==> src/rtl/i2cmb_wb_sequencer.sv <==
// i2cmb_wb_sequencer: expands one byte-level I2C request into the iicmb Wishbone
// register sequence (CSR, SetBus, Start, address, data, Stop), pacing each command on irq.
module i2cmb_wb_sequencer #(
    parameter int WB_ADDR_WIDTH  = 2,
    parameter int WB_DATA_WIDTH  = 8,
    parameter int NUM_I2C_BUSSES = 1
) (
    input  logic                     clk_i,
    input  logic                     rst_i,
    input  logic                     req_valid,
    output logic                     req_ready,
    input  logic                     req_rw,
    input  logic [6:0]               req_addr,
    input  logic [3:0]               req_bus,
    input  logic [5:0]               req_len,
    input  logic [7:0]               wr_data,
    input  logic                     wr_valid,
    output logic                     wr_ready,
    output logic [7:0]               rd_data,
    output logic                     rd_valid,
    output logic                     done,
    output logic [1:0]               status,
    output logic                     cyc_o,
    output logic                     stb_o,
    output logic                     we_o,
    output logic [WB_ADDR_WIDTH-1:0] adr_o,
    output logic [WB_DATA_WIDTH-1:0] dat_o,
    input  logic [WB_DATA_WIDTH-1:0] dat_i,
    input  logic                     ack_i,
    input  logic                     irq_i
);
    typedef enum logic [3:0] {S_INIT, S_IDLE, S_DPR, S_CMD, S_WAIT, S_STAT, S_WDAT, S_RDPR, S_DONE} state_t;
    localparam logic [7:0] C_WR = 8'h01, C_RDA = 8'h02, C_RDN = 8'h03;
    localparam logic [7:0] C_START = 8'h04, C_STOP = 8'h05, C_BUS = 8'h06;
    state_t state, state_n;
    logic [7:0] dpr, dpr_n, cmd, cmd_n, rd_data_n, acc_dat;
    logic [6:0] addr, addr_n;
    logic [5:0] cnt, cnt_n;
    logic [1:0] status_n, acc_adr;
    logic rw, rw_n, ad, ad_n, rd_valid_n, cyc_n, we_n, acc, acc_we, fin;
    logic [WB_ADDR_WIDTH-1:0] adr_n;
    logic [WB_DATA_WIDTH-1:0] dat_n;
    assign req_ready = state == S_IDLE || state == S_DONE;
    assign wr_ready  = state == S_WDAT;
    assign done      = state == S_DONE;
    assign fin       = cyc_o & ack_i;
    always_comb begin
        acc = 1'b0;
        acc_we = 1'b1;
        acc_adr = 2'd2;
        acc_dat = cmd;
        case (state)
            S_INIT: begin acc = 1'b1; acc_adr = 2'd0; acc_dat = 8'hC0; end
            S_DPR:  begin acc = 1'b1; acc_adr = 2'd1; acc_dat = dpr; end
            S_CMD:  acc = 1'b1;
            S_STAT: begin acc = 1'b1; acc_we = 1'b0; end
            S_RDPR: begin acc = 1'b1; acc_we = 1'b0; acc_adr = 2'd1; end
            default: acc = 1'b0;
        endcase
        // a new access only launches from an idle bus, which guarantees the gap cycle
        cyc_n = cyc_o ? !ack_i : acc;
        we_n = fin ? 1'b0 : we_o;
        adr_n = fin ? '0 : adr_o;
        dat_n = fin ? '0 : dat_o;
        if (!cyc_o && acc) begin
            we_n = acc_we;
            adr_n = WB_ADDR_WIDTH'(acc_adr);
            dat_n = WB_DATA_WIDTH'(acc_dat);
        end
        state_n = state;
        dpr_n = dpr;
        cmd_n = cmd;
        addr_n = addr;
        rw_n = rw;
        ad_n = ad;
        cnt_n = cnt;
        status_n = status;
        rd_valid_n = 1'b0;
        rd_data_n = rd_data;
        case (state)
            S_INIT: if (fin) state_n = S_IDLE;
            S_IDLE, S_DONE: begin
                state_n = S_IDLE;
                if (req_valid) begin
                    state_n = S_DPR;
                    dpr_n = {4'b0, req_bus};
                    cmd_n = C_BUS;
                    addr_n = req_addr;
                    rw_n = req_rw;
                    cnt_n = req_len > 6'd32 ? 6'd32 : req_len;
                    status_n = 2'b00;
                end
            end
            S_DPR:  if (fin) state_n = S_CMD;
            S_CMD:  if (fin) state_n = S_WAIT;
            S_WAIT: if (irq_i) state_n = S_STAT;
            S_WDAT: if (wr_valid) begin
                state_n = S_DPR;
                dpr_n = wr_data;
                cmd_n = C_WR;
            end
            S_RDPR: if (fin) begin
                rd_valid_n = 1'b1;
                rd_data_n = dat_i[7:0];
                cnt_n = cnt - 6'd1;
                state_n = S_CMD;
                cmd_n = cnt == 6'd1 ? C_STOP : cnt == 6'd2 ? C_RDN : C_RDA;
            end
            S_STAT: if (fin) begin
                if (dat_i[4] || dat_i[5]) begin
                    state_n = S_DONE;
                    status_n = dat_i[4] ? 2'b11 : 2'b10;
                end else if (dat_i[6]) begin
                    status_n = 2'b01;
                    state_n = cmd == C_STOP ? S_DONE : S_CMD;
                    cmd_n = C_STOP;
                end else if (!dat_i[7]) state_n = S_WAIT;
                else if (cmd == C_BUS) begin
                    state_n = S_CMD;
                    cmd_n = C_START;
                end else if (cmd == C_START) begin
                    state_n = S_DPR;
                    dpr_n = {addr, rw};
                    cmd_n = C_WR;
                    ad_n = 1'b1;
                end else if (cmd == C_STOP) state_n = S_DONE;
                else if (cmd != C_WR) state_n = S_RDPR;
                else if (ad) begin
                    ad_n = 1'b0;
                    state_n = (cnt == 6'd0 || rw) ? S_CMD : S_WDAT;
                    cmd_n = cnt == 6'd0 ? C_STOP : cnt == 6'd1 ? C_RDN : C_RDA;
                end else begin
                    cnt_n = cnt - 6'd1;
                    state_n = cnt == 6'd1 ? S_CMD : S_WDAT;
                    cmd_n = C_STOP;
                end
            end
            default: state_n = S_INIT;
        endcase
    end
    always_ff @(posedge clk_i or posedge rst_i) begin
        if (rst_i) begin
            state <= S_INIT;
            dpr <= '0;
            cmd <= '0;
            addr <= '0;
            rw <= 1'b0;
            ad <= 1'b0;
            cnt <= '0;
            status <= '0;
            rd_valid <= 1'b0;
            rd_data <= '0;
            cyc_o <= 1'b0;
            stb_o <= 1'b0;
            we_o <= 1'b0;
            adr_o <= '0;
            dat_o <= '0;
        end else begin
            state <= state_n;
            dpr <= dpr_n;
            cmd <= cmd_n;
            addr <= addr_n;
            rw <= rw_n;
            ad <= ad_n;
            cnt <= cnt_n;
            status <= status_n;
            rd_valid <= rd_valid_n;
            rd_data <= rd_data_n;
            cyc_o <= cyc_n;
            stb_o <= cyc_n;
            we_o <= we_n;
            adr_o <= adr_n;
            dat_o <= dat_n;
        end
    end
endmodule
==> config.mk <==
export PLATFORM = sky130hd
export DESIGN_NAME = i2cmb_wb_sequencer
export DESIGN_NICKNAME = d
export VERILOG_FILES = /design/src/rtl/i2cmb_wb_sequencer.sv
export SDC_FILE = /design/constraint.sdc
export NUM_CORES = 1
export LEC_CHECK = 0
export CORE_MARGIN = 1.5
export CORE_UTILIZATION = 50
export DETAILED_ROUTE_END_ITERATION = 10
export PLACE_DENSITY_LB_ADDON = 0.05
export SKIP_CTS_REPAIR_TIMING = 1
export SYNTH_ARGS = -nofsm -noshare
export SYNTH_HDL_FRONTEND = slang
export SYNTH_SLANG_ARGS = --single-unit
==> constraint.sdc <==
create_clock -name clk_i -period 4.1 [get_ports clk_i]
set_input_delay 0.615 -clock clk_i [delete_from_list [all_inputs] [get_ports clk_i]]
set_output_delay 0.615 -clock clk_i [all_outputs]
set_load 0.005 [all_outputs]
-- Yosys cells after proc, flatten, opt, wreduce, memory -nomap -nowiden
Index checks and enable logic that the tools add are counted.
- register bits after elaboration: 58
- bits of input ports: 40
- output and inout port bits: 27
- logic and storage cells: 162
- add/sub/neg operators: 1
- $lt $le $gt $ge: 1
- equality and inequality tests: 37
- muxes and demuxes: 80
- bitwise gates (word level): 4
- reductions and logical operators: 25
- operators by type and width (kind ; count):
    $mux 8 ; 21
    $mux 6 ; 12
    $mux 4 ; 13
    $ne 2x2->1 const B ; 17
    $pmux 8 s4 ; 1
    $pmux 4 s7 ; 1
    $eq 8x3->1 const B ; 3
    $pmux 8 s3 ; 1
    $mux 3 ; 7
    $pmux 6 s3 ; 1
    $reduce_and 9->1 ; 2
    $eq 4x3->1 const B ; 4
    $pmux 8 s2 ; 1
    $mux 2 ; 7
    $mux 1 ; 13
    $reduce_and 12->1 ; 1
    $ne 5x5->1 const B ; 2
    $eq 4x2->1 const B ; 2
    $ne 8x1->1 const B ; 1
    $pmux 2 s2 ; 2
    $reduce_and 8->1 ; 1
    $eq 6x1->1 const B ; 1
    $eq 6x2->1 const B ; 1
    $gt 6x6->1 const B ; 1
    20 further kinds ; 32

-- Depth between registers and ports, before layout
- depth after elaboration: 13
- gate-level depth with buffers: 8
- gate-level depth less buffers: 6

-- Least setup slack after synthesis
Ideal clock, no wire load.
- kind: input to register
- start: input port dat_i[4]
- end: register cnt[3]
- library setup time: 121 ps
- arrival: 1774 ps
- required time: 3979 ps
- setup slack: 2205 ps
- stages on the path: 6
- buffers on the path: 1
- cells stage by stage: nor3_1 nand4_1 a22oi_1 buf_4 nand2_1 a22o_1
- longest elaborated chain between the ends: 3
- RTL lines (item ; line ; RTL):
    from (decl) ; 28 ; input logic [WB_DATA_WIDTH-1:0] dat_i,
    $logic_or 1x1->1 ; 110 ; if (dat_i[4] || dat_i[5]) begin
    $ne 2x2->1 (no line) ; - ;
    $reduce_and 12->1 (no line) ; - ;
    to (signal assigned) ; 165 ; cnt <= cnt_n;
    to (decl) ; 38 ; logic [5:0] cnt, cnt_n;
No other way between the ends.
A chain may end at the register's enable or synchronous reset.

-- Final worst setup path
- start: register state[1]
- end: output port wr_ready
- longest elaborated chain between the ends: 1
- RTL lines (item ; line ; RTL):
    from (decl) ; 35 ; state_t state, state_n;
    from (signal assigned) ; 159 ; state <= state_n;
    $eq 4x3->1 ; 44 ; assign wr_ready = state == S_WDAT;
    to (decl) ; 18 ; output logic wr_ready,
No other way between the ends.

==> results.yml <==
status:
  status: "finished clean"
cells_and_area:
  n_antenna_cell: 0
  area_delta_synth_final_pct: 25.0
  layout-drive-gt1-share_pct: 12.5
  stdcell_count: 451
  finish.net_count: 418
timing:
  slew_headroom_pct: 26.8
  slew_violations: 0
  finalSetupViolations: 0
  fmax_ghz: 0.345
  fin_tns_setup_ps: 0
  period_share_pct: 70.6
  min_period_ps: 2890
  grt_setup_unrepaired: "no"
  tightest_slew_ps: 1100
  fin_skew_ps: 6.97
  finalHoldViolCount: 0
synth:
  syn-mean-instance-area_um2: 9.76
  yosysUniqueCellTypes: 62
  ys.flop_type: "dfrtp_1"
  synth_largest_area_cell: "dfrtp_1"
  synth_edf_count: 0
  ys_top_cells_by_area: "dfrtp_1, mux2_2, o21ai_0"
  yosys_warnings: 0
  ys_async_sr_fraction_pct: 100
  syn_area_um2: 3110
  synth-seq-cells: 53
  synth.most_common_cell: "dfrtp_1"
  yosysTopAreaCellShare_pct: 42.6
  seq_area_frac_synth_pct: 42.6
  netlist_instances: 319
  synth_fp_nets: 362
  synth_common_cells: "dfrtp_1, o21ai_0, mux2_2"
critical_path:
  worstSetupPathType: "register to primary output"
  reg2reg_depth: 4
  crit_path_end_kind: "primary output"
  cp_max_fo: 23
  reg2reg_from: "state[2]$_DFFE_PP0P_"
  arrival_ps: 2280
  slowest_delay_ps: 590
  startpoint_type: "register"
  r2r_end: "dpr[6]$_DFFE_PP0P_"
  crit_chain: "buf_4 -> nand4bb_2 -> inv_2 -> clkdlybuf4s50_1"
  cp_slowest_cell: "dfrtp_1"
  crit_required_ps: 3480
  reg2reg_setup_slack_ps: 1590
power:
  max-vdd-ir-drop_uv: 389
  power.density_nw_per_um2: 703
  p_leak_nw: 1.60
detailed_routing:
  via_per_inst: 5.98
  drtAntennaViolNets: 0
  wl_per_cell_um: 16.5
  drt_iter0_drc: 288
  vias: 2695
  drc_errors: 0
  finalWirelength_um: 7450
  first_pass_iters: 4
die:
  die_h_um: 81.9
  dieArea_um2: 6710
  num_io_pins: 67
  rows: 28
  start_util_pct: 52.3
  core_um2: 5960
  die_w_um: 81.9
placement:
  dp.cells: 443
  numPortBuffers: 66
  place.gp.congestion: 0.919
  dp_hpwl_um: 5500
clocking:
  cts_htree_levels: 2
  clockBufferDepth: 2
  clk_pin_slew_worst_paths_ps: 100
  cts-buffers-inserted: 5
  clockRootBuffer: "clkbuf_8"
  clock_sinks: 53
  cts_tree: "done"
  worstSkewPairLatency_ps: 310
flow_run:
  drv_cap: 0
worst_hold_path:
  holdCritStartpoint: "dat_o[6]$_DFFE_PP0P_"
  hold_end: "dat_o[6]$_DFFE_PP0P_"
  hold_class: "register to register"
  hold_depth: 2
grt:
  grt_max_degree: 54
  grt-ovfl-total: 0
  grt_usage_pct: 23.9
  grt_pass1_wl_um: 12400
  antenna_found_initial: 0
  grt_pass1_vias: 2517
[cell type report]
| class | count | area [um2] |
|---|---|---|
| Clock buffer | 6 | 82.6 |
| Clock inverter | 2 | 37.5 |
| Fill cell | 528 | 2060 |
| Inverter | 16 | 60.1 |
| Multi-Input combinational cell | 230 | 1610 |
| Sequential cell | 53 | 1330 |
| Tap cell | 75 | 93.8 |
| Timing Repair Buffer | 69 | 683 |
[cell families (layout without fill, tap and decap cells)]
kind of cell,count (synthesis),after routing,synth area share (%)
AND/OR/NAND/NOR,103,103,18.9
AO/OA/AOI/OAI,97,97,21.9
flip-flops,53,53,42.6
buffers and inverters,36,93,5.75
multiplexers,25,25,9.00
adder cells (fa/ha/maj),3,3,1.21
XOR/XNOR,2,2,0.563
[how the worst max path moves through the flow]
stage                                    start                 end  slack [ps]  cells past startpoint
after floorplan                          rst_i      ad$_DFFE_PP0P_        2200                      1
after global placement                dat_i[6]  dpr[5]$_DFFE_PP0P_        1330                      6
after detailed placement              dat_i[6]  dpr[0]$_DFFE_PP0P_        1310                      6
after CTS                 state[1]$_DFFE_PP0P_            wr_ready        1240                      4
after global routing      state[1]$_DFFE_PP0P_            wr_ready        1130                      4
final                     state[1]$_DFFE_PP0P_            wr_ready        1210                      4
[layout by cell type (no fill, tap or decap), types with 3 or more instances in the layout]
cell type        count
a22o_1              14
clkdlybuf4s50_1     66
nor2_1              22
nand3_1              9
and3_1               4
a21oi_1             14
clkbuf_8             6
or3_1                5
nor3_1               6
nand2_1             22
and2_1               3
o22ai_1              7
a211oi_1             3
nand3b_1             3
inv_1               13
nand2b_1             3
nor3b_1              4
dfrtp_1             53
a32o_1               3
ha_1                 3
a31oi_1              6
buf_4                3
mux2_2              24
nor2b_1              5
nand4_1              6
o21ai_0             25
[routing by layer]
| metal | vias up | part of all wire, % | track usage, % |
|---|---|---|---|
| met1 | 1290 | 47 | 34.1 |
| met4 | 0 | 1.4 | 5.59 |
| met3 | 11 | 5.6 | 3.78 |
| met5 | - | 0 | 0 |
| li1 | 1296 | - | - |
| met2 | 98 | 46 | 37.8 |
[critical path: cells and delay by family, from the launching register on]
kind	cells	cell delay, ps
DFF	1	590
and+or+nand+nor	1	250
buffers and inverters	3	1120
[registers in the layout (all words and copies together) (netlist names)]
register / cells
cmd: 3
rd_data: 8
addr: 7
stb_o: 1
rd_valid: 1
we_o: 1
adr_o: 2
rw: 1
dat_o: 8
status: 2
cnt: 6
state: 4
dpr: 8
ad: 1
[report_power, final]
part	total, mW	switching, mW	leakage, nW	internal [mW]
Sequential	0.969	0.225	0.665	0.745
Clock	0.374	0.176	0.0574	0.199
Combinational	1.39	0.694	0.881	0.699
[metrics by stage]
| stage | hold slack (ps) | total power [mW] | util (%) | cell area (um2) | worst slack (ps) |
|---|---|---|---|---|---|
| global route | 514 | 2.95 | 65.3 | 3890 | 1130 |
| CTS | 479 | 2.74 | 65.3 | 3890 | 1240 |
| floorplan | 460 | 1.92 | - | 3110 | 2200 |
| finish | 470 | 2.74 | 65.3 | 3890 | 1210 |
| detailed placement | 461 | 2.36 | 63.3 | 3770 | 1310 |
| global placement | 451 | 2.33 | 63.3 | 3770 | 1330 |
Power figures use the tool's default switching activity.
